$ cat config.mk
export PLATFORM = sky130hd
export DESIGN_NAME = neuron_mac
export DESIGN_NICKNAME = d
export VERILOG_FILES = /design/src/rtl/neural_pkg.sv /design/src/rtl/q16_to_float.sv /design/src/rtl/neuron_mac.sv
export SDC_FILE = /design/constraint.sdc
export NUM_CORES = 1
export LEC_CHECK = 0
export CORE_MARGIN = 2
export CORE_UTILIZATION = 61
export DETAILED_ROUTE_END_ITERATION = 10
export DONT_BUFFER_PORTS = 1
export GPL_TIMING_DRIVEN = 0
export HOLD_SLACK_MARGIN = 0.15
export PLACE_DENSITY = 0.77
export SLEW_MARGIN = 0
export SYNTH_ARGS = -nofsm -noshare
export SYNTH_HDL_FRONTEND = slang
export SYNTH_SLANG_ARGS = --single-unit
$ cat constraint.sdc
create_clock -name CLOCK_50 -period 17.2 [get_ports CLOCK_50]
set_clock_uncertainty 0.1 [all_clocks]
set_input_delay 1.72 -clock CLOCK_50 [delete_from_list [all_inputs] [get_ports CLOCK_50]]
set_output_delay 1.72 -clock CLOCK_50 [all_outputs]
set_load 0.05 [all_outputs]
$ cat src/rtl/neural_pkg.sv
// Shared types and fixed-point constants for the neuron multiply-accumulate path.
package neural_pkg;

    localparam int unsigned ACT_W      = 16;
    localparam int unsigned ACT_FRAC   = 8;
    localparam int unsigned ACC_W      = 32;
    localparam int unsigned ACC_FRAC   = 16;
    localparam int unsigned FLOAT_BIAS = 127;

    typedef enum logic [1:0] {
        IDLE    = 2'd0,
        ACCUM   = 2'd1,
        CONVERT = 2'd2,
        OUTPUT  = 2'd3
    } state_t;

    typedef struct packed {
        logic [ACC_W-1:0] value;
        logic             clamp;
    } sat_t;

    // Signed 32-bit add that clamps to the representable range and reports a clamp.
    function automatic sat_t sat_add(input logic [ACC_W-1:0] a, input logic [ACC_W-1:0] b);
        sat_t           r;
        logic [ACC_W:0] sum;
        sum = {a[ACC_W-1], a} + {b[ACC_W-1], b};
        if (sum[ACC_W] != sum[ACC_W-1]) begin
            r.clamp = 1'b1;
            r.value = sum[ACC_W] ? 32'h8000_0000 : 32'h7FFF_FFFF;
        end else begin
            r.clamp = 1'b0;
            r.value = sum[ACC_W-1:0];
        end
        return r;
    endfunction

endpackage

$ cat src/rtl/q16_to_float.sv
// Combinational Q16.16 to IEEE-754 single conversion, truncating the mantissa.
module q16_to_float
    import neural_pkg::*;
(
    input  logic [ACC_W-1:0] q,
    output logic [31:0]      result_c
);

    logic        sign;
    logic [32:0] mag;
    logic [32:0] norm;
    logic [5:0]  msb;
    logic [7:0]  expo;

    always_comb begin
        sign = q[ACC_W-1];
        // 33 bits so that the most negative input keeps its true magnitude
        mag  = sign ? (~{1'b1, q} + 33'd1) : {1'b0, q};
        msb  = 6'd0;
        for (int i = 0; i < 33; i++) begin
            if (mag[i]) msb = 6'(i);
        end
        norm     = mag << (6'd32 - msb);
        expo     = 8'(int'(FLOAT_BIAS) + int'(msb) - int'(ACC_FRAC));
        result_c = (mag == 33'd0) ? 32'h0000_0000 : {sign, expo, norm[31:9]};
    end

endmodule

$ cat src/rtl/neuron_mac.sv
// Streaming neuron MAC: bias + sum(weight*act) in Q16.16, handed off as IEEE-754 single.
module neuron_mac
    import neural_pkg::*;
(
    input  logic        CLOCK_50,
    input  logic        reset_n,
    input  logic        in_valid,
    output logic        in_ready,
    input  logic [15:0] in_weight,
    input  logic [15:0] in_act,
    input  logic [31:0] in_bias,
    input  logic        in_last,
    output logic        out_valid,
    input  logic        out_ready,
    output logic [31:0] out_float,
    output logic        out_sat,
    output logic        busy
);

    state_t           state;
    state_t           state_next;
    logic [ACC_W-1:0] acc;
    logic [ACC_W-1:0] acc_next;
    logic             sat_next;
    logic [31:0]      float_next;
    logic [31:0]      float_c;
    logic [ACC_W-1:0] product;
    sat_t             sum;

    q16_to_float u_conv (
        .q        (acc),
        .result_c (float_c)
    );

    always_comb begin
        product = 32'($signed({{16{in_weight[15]}}, in_weight}) *
                      $signed({{16{in_act[15]}}, in_act}));
    end

    // Next-state and datapath selection
    always_comb begin
        state_next = state;
        acc_next   = acc;
        sat_next   = out_sat;
        float_next = out_float;
        sum        = '0;
        case (state)
            IDLE: begin
                if (in_valid) begin
                    sum        = sat_add(in_bias, product);
                    acc_next   = sum.value;
                    sat_next   = sum.clamp;
                    state_next = in_last ? CONVERT : ACCUM;
                end
            end
            ACCUM: begin
                if (in_valid) begin
                    sum        = sat_add(acc, product);
                    acc_next   = sum.value;
                    sat_next   = out_sat | sum.clamp;
                    state_next = in_last ? CONVERT : ACCUM;
                end
            end
            CONVERT: begin
                float_next = float_c;
                state_next = OUTPUT;
            end
            OUTPUT: begin
                if (out_ready) begin
                    sat_next   = 1'b0;
                    state_next = IDLE;
                end
            end
            default: state_next = IDLE;
        endcase
    end

    // Handshake outputs are registered from the next state so they align with it
    always_ff @(posedge CLOCK_50) begin
        if (!reset_n) begin
            state     <= IDLE;
            acc       <= '0;
            out_float <= '0;
            out_sat   <= 1'b0;
            out_valid <= 1'b0;
            in_ready  <= 1'b1;
            busy      <= 1'b0;
        end else begin
            state     <= state_next;
            acc       <= acc_next;
            out_float <= float_next;
            out_sat   <= sat_next;
            out_valid <= (state_next == OUTPUT);
            in_ready  <= (state_next == IDLE) || (state_next == ACCUM);
            busy      <= (state_next != IDLE);
        end
    end

endmodule

==> results of run 1 <==
## metrics by stage
stage	std cells	worst slack (ns)	instance area [sq um]	hold slack, ns	util
floorplan	2381	7.39	19500	0.396	-
global placement	2783	5.47	20000	0.431	0.634
detailed placement	2783	5.36	20000	0.457	0.634
CTS	2799	5.70	20300	0.470	0.645
global route	2800	5.16	20300	0.521	0.645
finish	2801	5.59	20300	0.468	0.645
## cells in the final DEF (no fill, tap or decap), types with 20 or more instances in the layout
cell type / instances
a22oi_1: 23
clkbuf_1: 98
nor3_1: 30
a211oi_1: 20
fa_1: 264
nand3_1: 31
o21ai_0: 135
xnor2_1: 70
ha_1: 150
a32o_1: 27
dfxtp_1: 70
nor2_1: 107
a21o_1: 46
nand2_1: 239
inv_1: 334
mux2i_1: 48
nand2b_1: 27
and2_1: 140
nor4_1: 24
xor2_1: 58
a21oi_1: 110
## flip-flops by register name (all words and copies together), names as in the netlist
register   cells
out_float     32
in_ready       1
busy           1
state          2
out_valid      1
acc           32
out_sat        1
## cells by family (layout without fill, tap and decap cells)
kind of cell    Yosys count  count (layout)  share of synthesized area
fa+ha+maj               414             414                      0.368
other cells               0               2                          0
flops                    70              70                     0.0720
buf+inv                 452             468                     0.0897
simple gates            701             701                      0.182
xor+xnor                129             129                     0.0584
mux                      66              66                     0.0386
compound gates          549             549                      0.192
## critical path, delay by kind of cell
family                   cells  cell delay (ns)
adder cells (fa/ha/maj)      8             3.68
AND/OR/NAND/NOR              7             1.32
AO/OA/AOI/OAI               12             3.43
buffers and inverters        4             1.21
XOR/XNOR                     1             0.37
## final cells by class
| cell class | count | area, sq um |
|---|---|---|
| clock buffers | 10 | 229 |
| multi-input cells | 1859 | 16300 |
| plain buffers | 115 | 468 |
| inverters | 337 | 1280 |
| diodes | 2 | 5.00 |
| fillers | 2700 | 11200 |
| clock inverters | 6 | 93.8 |
| flip-flops and latches | 70 | 1400 |
| well taps | 402 | 503 |
## worst paths after layout
| check | from | endpoint | slack, ns | cells past startpoint |
|---|---|---|---|---|
| worst max register to register | acc[0]$_SDFFE_PN0P_ | out_float[22]$_SDFFE_PN0P_ | 9.64 | 25 |
| worst min register to register | state[0]$_SDFF_PN0_ | out_valid$_SDFF_PN0_ | 0.47 | 1 |
| worst max-delay path | in_weight[9] | acc[19]$_SDFFE_PN0P_ | 5.59 | 32 |
| worst min-delay path | state[0]$_SDFF_PN0_ | out_valid$_SDFF_PN0_ | 0.47 | 1 |
## layer usage
| layer | up-vias | GRT usage | share of wire |
|---|---|---|---|
| li1 | 8108 | - | - |
| met1 | 8615 | 0.430 | 0.38 |
| met2 | 828 | 0.644 | 0.50 |
| met3 | 191 | 0.0507 | 0.067 |
| met4 | 2 | 0.188 | 0.056 |
| met5 | - | 0 | 0.00017 |
==> results.ini, run 1 <==
[yosys]
ys_seq_elements = 70
post-synth-top-count-cell = inv_1
synthesis.area_sq_um = 19500
synth_edf_count = 0
netlist-cell-type-count = 92
seq_area_frac_synth = 0.0720
synth_ff_type = dfxtp_1
synth_top_area_frac = 0.272
ys_top_cells_by_area = fa_1, ha_1, dfxtp_1
synth_top_cell_by_area = fa_1
syn_nets = 2864
synthCells = 2381
async_flop_share = 0
synth_common_cells = inv_1, fa_1, nand2_1
yosysWarnings = 0
postSynthAreaPerCell_sq_um = 8.17

[route]
drt.antenna.violating_nets = 0
vias = 17700
drc_errors = 0
wirelength_mm = 60.1
post_drt_wl_per_cell_microns = 21.5
drt-initial-drc-count = 1470
drtPass1Iterations = 6
avgViaCountPerCell = 6.33

[timing]
worstMarginPinSlew_ns = 1.02
timing.final.crit_share = 0.675
finalCriticalPeriod_ns = 11.61
timing.setup.tns_ns = 0
relSlewSlack = 0.315
finalSetupViolCount = 0
rsz0062_at_grt = false
finalMaxSlewViolations = 0
hold_viol = 0
max_freq_mhz = 86.1

[setup_path]
worstPathRequired_ns = 17.34
critPathMaxFanout = 10
worstSetupStartpointType = primary input
cp_slowest_cell = a21boi_0
critPathCaptureType = flip-flop
slowest_delay_ns = 0.82
crit_arrival_ns = 11.75
cpMostUsedCell = fa_1
path_class = primary input to flip-flop

[global_route]
grt_usage = 0.364
grt_pass1_vias = 17900
grt_overflow = 0
grt_max_degree = 14
antenna_found_initial = 2
grt_pass1_wl_mm = 95.3

[placed_design]
port_buffers = 0
place_congestion = 0.988
dpl.hpwl_mm = 50.2

[finish]
area_growth_pct = 4.27
drive_above_1_share = 0.0380
finalNetCount = 2875

[clocking]
cts_setup_buffers = 0
htreeDepth = 3
cts_sinks = 70
path_clk_slew_ns = 0.07
clk_latency_ns = 0.35
numCtsBuffers = 9
cts_hold_buf = 0
root_buffer = clkbuf_16
tritoncts = yes
ctsResizeCount = 0
clockBufferDepth = 2

[die]
ios = 105
die_w_microns = 183
die-area_sq_um = 33400
die_y_microns = 183
core-area_sq_um = 31500
start_util = 0.618
num_rows = 65

[run]
max-cap-violations = 0

[run_status]
run_status = complete, no violations

[min_path]
hp-class = flip-flop to flip-flop

Power of run 1 is left out: the tool's default activity adds up to more than one toggle a clock period on the data nets, which glitch-free logic cannot reach.
==> run 2, diff against run 1 <==
--- a/config.mk
+++ b/config.mk
@@ -11,7 +11,7 @@
 export DONT_BUFFER_PORTS = 1
 export GPL_TIMING_DRIVEN = 0
 export HOLD_SLACK_MARGIN = 0.15
-export PLACE_DENSITY = 0.77
+export PLACE_DENSITY = 0.8
 export SLEW_MARGIN = 0
 export SYNTH_ARGS = -nofsm -noshare
 export SYNTH_HDL_FRONTEND = slang
==> constraint.sdc (replaced) <==
create_clock -name CLOCK_50 -period 9.57 [get_ports CLOCK_50]
set_clock_uncertainty 0.1 [all_clocks]
set_input_delay 0.957 -clock CLOCK_50 [delete_from_list [all_inputs] [get_ports CLOCK_50]]
set_output_delay 0.957 -clock CLOCK_50 [all_outputs]
set_load 0.05 [all_outputs]
==> run 2 against run 1 <==
Against the previous run: sequential cell count is the same; first-iteration DRC count is 2.9% higher; design area grew 1.4%; largest cell class unchanged; utilization up 0.91 points; non-clock buffer count up 6; register-to-register slack worse by 7.6 ns; setup slack worse by 5.4 ns; die area stayed put; sequential share of layout area fell by 0.097 points; via count is 1.0% higher; cell count up 0.14%; highest routed layer unchanged; critical path depth is 1 lower.
==> results.ini, run 2 (synthesis results as in run 1) <==
[run_status]
run_status = complete, no violations

[placed_design]
dp_slack_ns = -1.55  ; -6.91 ns
place_congestion = 1.00  ; +1.2%
port_buffers = 0  ; unchanged
dpl.hpwl_mm = 49.5  ; -1.4%
dpl_cell_area_sq_um = 20000  ; unchanged
place_inst = 2783  ; unchanged

[clocking]
clk_latency_ns = 0.35  ; about the same
htreeDepth = 3  ; unchanged
tritoncts = yes
cts_sinks = 70  ; unchanged
path_clk_slew_ns = 0.06  ; about the same
numCtsBuffers = 9  ; unchanged
root_buffer = clkbuf_16
clockBufferDepth = 2  ; unchanged

[setup_path]
critical_path.top_delay_family = adder cells
reg2regPathDepth = 24  ; -4.0%
critPathMaxFanout = 10  ; unchanged
slowest_delay_ns = 0.59  ; -0.23 ns
crit_arrival_ns = 9.48  ; -2.27 ns
cp_num_buf_inv = 3  ; -1
cpMostUsedCell = fa_1
r2r_end = out_float[22]$_SDFFE_PN0P_
critPathCaptureType = flip-flop
worstPathRequired_ns = 9.71  ; -7.63 ns
path_class = primary input to flip-flop
worstSetupStartpointType = primary input
cp_slowest_cell = fa_1
r2r_start = acc[0]$_SDFFE_PN0P_
rrSetupSlack_ns = 2.04  ; -7.60 ns

[timing]
max_freq_mhz = 107
hold_ws_ns = 0.475  ; +0.00726 ns
relSlewSlack = 0.398  ; +0.0829
setup_slack_ns = 0.230  ; -5.36 ns
finalMaxSlewViolations = 0  ; unchanged
finalSetupViolCount = 0  ; unchanged
finalCriticalPeriod_ns = 9.34
timing.final.crit_share = 0.976
worstMarginPinSlew_ns = 0.896  ; -0.123 ns
hold_viol = 0  ; unchanged

[route]
drtPass1Iterations = 5  ; -1
vias = 17900  ; +1.0%
drt-initial-drc-count = 1513  ; +2.9%
post_drt_wl_per_cell_microns = 21.1  ; -1.6%
avgViaCountPerCell = 6.39  ; +0.85%
drt.antenna.violating_nets = 0  ; unchanged
wirelength_mm = 59.3  ; -1.4%
drc_errors = 0  ; unchanged

[finish]
fillers = 2727  ; +1.0%
fin_cells = 2805  ; +0.14%
final_cell_mix = inv_1, fa_1, nand2_1, ha_1, and2_1
finalNetCount = 2881  ; +0.21%
antenna-diode-count = 0  ; -2
multi_input_area_sq_um = 16500  ; +1.0%
seq_area_sq_um = 1400  ; unchanged
area_growth_pct = 5.75
drive_above_1_share = 0.0628  ; +0.0249
final_area_sq_um = 20600  ; +1.4%
mostFrequentLayoutCell = inv_1
top_regs = acc (32), out_float (32), state (2)

[global_route]
grt_max_degree = 15  ; +1
grt_usage = 0.356  ; -0.00791
grt_overflow = 0  ; unchanged
grt_pass1_wl_mm = 94.0  ; -1.4%
grt_pass1_vias = 18100  ; +1.2%
antenna_found_initial = 2  ; unchanged

[min_path]
hold_path_depth = 1  ; unchanged
hp-class = flip-flop to flip-flop
min_from = state[0]$_SDFF_PN0_
hold_end = out_valid$_SDFF_PN0_

[die]
die_w_microns = 183  ; unchanged
num_rows = 65  ; unchanged
ios = 105  ; unchanged
die_y_microns = 183  ; unchanged
start_util = 0.618  ; unchanged
core-area_sq_um = 31500  ; unchanged
die-area_sq_um = 33400  ; unchanged

[run]
max-cap-violations = 0  ; unchanged

==> run 2: cell count changes in the layout (fill, tap and decap cells not counted), sizes merged <==
cell,change
buf,+13
clkbuf,-8
diode,-2
inv,+2
clkinv,-1
==> run 2: final cells by class <==
type / instances / area share
clock inverters: 7 / 0.00511
well taps: 402 / 0.0244
repair buffers: 7 / 0.00255
inverters: 337 / 0.0621
clock buffers: 9 / 0.0109
flip-flops and latches: 70 / 0.0681
multi-input cells: 1859 / 0.801
plain buffers: 114 / 0.0260
==> run 2: worst reg2reg max path, cell delays in order (launching register included) <==
cell,delay [ns]
dfxtp_1,0.38
clkbuf_1,0.27
inv_1,0.11
ha_1,0.31
or3b_2,0.53
nor4_2,0.76
a31o_2,0.31
xnor2_1,0.30
o21ai_1,0.14
a211oi_1,0.35
o41ai_2,0.17
a21oi_2,0.17
buf_6,0.20
clkinv_8,0.09
buf_2,0.21
buf_2,0.24
ha_1,0.32
clkbuf_1,0.26
inv_1,0.17
clkbuf_1,0.49
clkbuf_1,0.52
mux2i_1,0.39
mux2i_1,0.21
a211oi_1,0.30
o22ai_1,0.11
==> run 2: how the worst max path moves through the flow <==
stage,from,end,slack (ns),cells past startpoint
2_1_floorplan,in_act[1],acc[16]$_SDFFE_PN0P_,0.52,31
3_3_place_gp,in_weight[10],acc[25]$_SDFFE_PN0P_,-1.32,32
3_5_place_dp,in_weight[10],acc[25]$_SDFFE_PN0P_,-1.55,32
4_1_cts,in_act[4],acc[2]$_SDFFE_PN0P_,0.0009,33
5_1_grt,in_act[4],acc[12]$_SDFFE_PN0P_,-0.02,36
6_report,in_weight[10],acc[5]$_SDFFE_PN0P_,0.23,31
==> run 2: what timing repair did <==
item,CTS,global route
hold endpoints to repair,0,0
pin swaps,1,5
gates resized for setup,44,52
endpoints found under the setup margin,32,32
hold buffers,0,0
setup buffers,1,6
==> run 2: through the flow <==
| step | TNS (ns) | util |
|---|---|---|
| 6_report | 0 | 0.654 |
| 5_1_grt | -0.0401 | 0.654 |
| 4_1_cts | 0 | 0.649 |
| 3_5_place_dp | -45.40 | 0.634 |
| 3_3_place_gp | -38.74 | 0.634 |
| 2_1_floorplan | 0 | - |
==> run 2: metal layers <==
metal	vias up	GRT usage	share of wire
met2	808	0.628	0.49
met3	190	0.0459	0.067
met4	4	0.174	0.054
met1	8818	0.429	0.39
met5	-	0	0.00049
li1	8101	-	-
Power of run 2 is left out for the same reason.
==> run 3, diff against run 2 <==
--- a/config.mk
+++ b/config.mk
@@ -7,6 +7,7 @@
 export LEC_CHECK = 0
 export CORE_MARGIN = 2
 export CORE_UTILIZATION = 61
+export CTS_CLUSTER_DIAMETER = 100
 export DETAILED_ROUTE_END_ITERATION = 10
 export DONT_BUFFER_PORTS = 1
 export GPL_TIMING_DRIVEN = 0
==> results of run 3 <==
Same layout as run 2: the final DEF is identical, and so are final timing and power.
Power of run 3 is left out for the same reason.
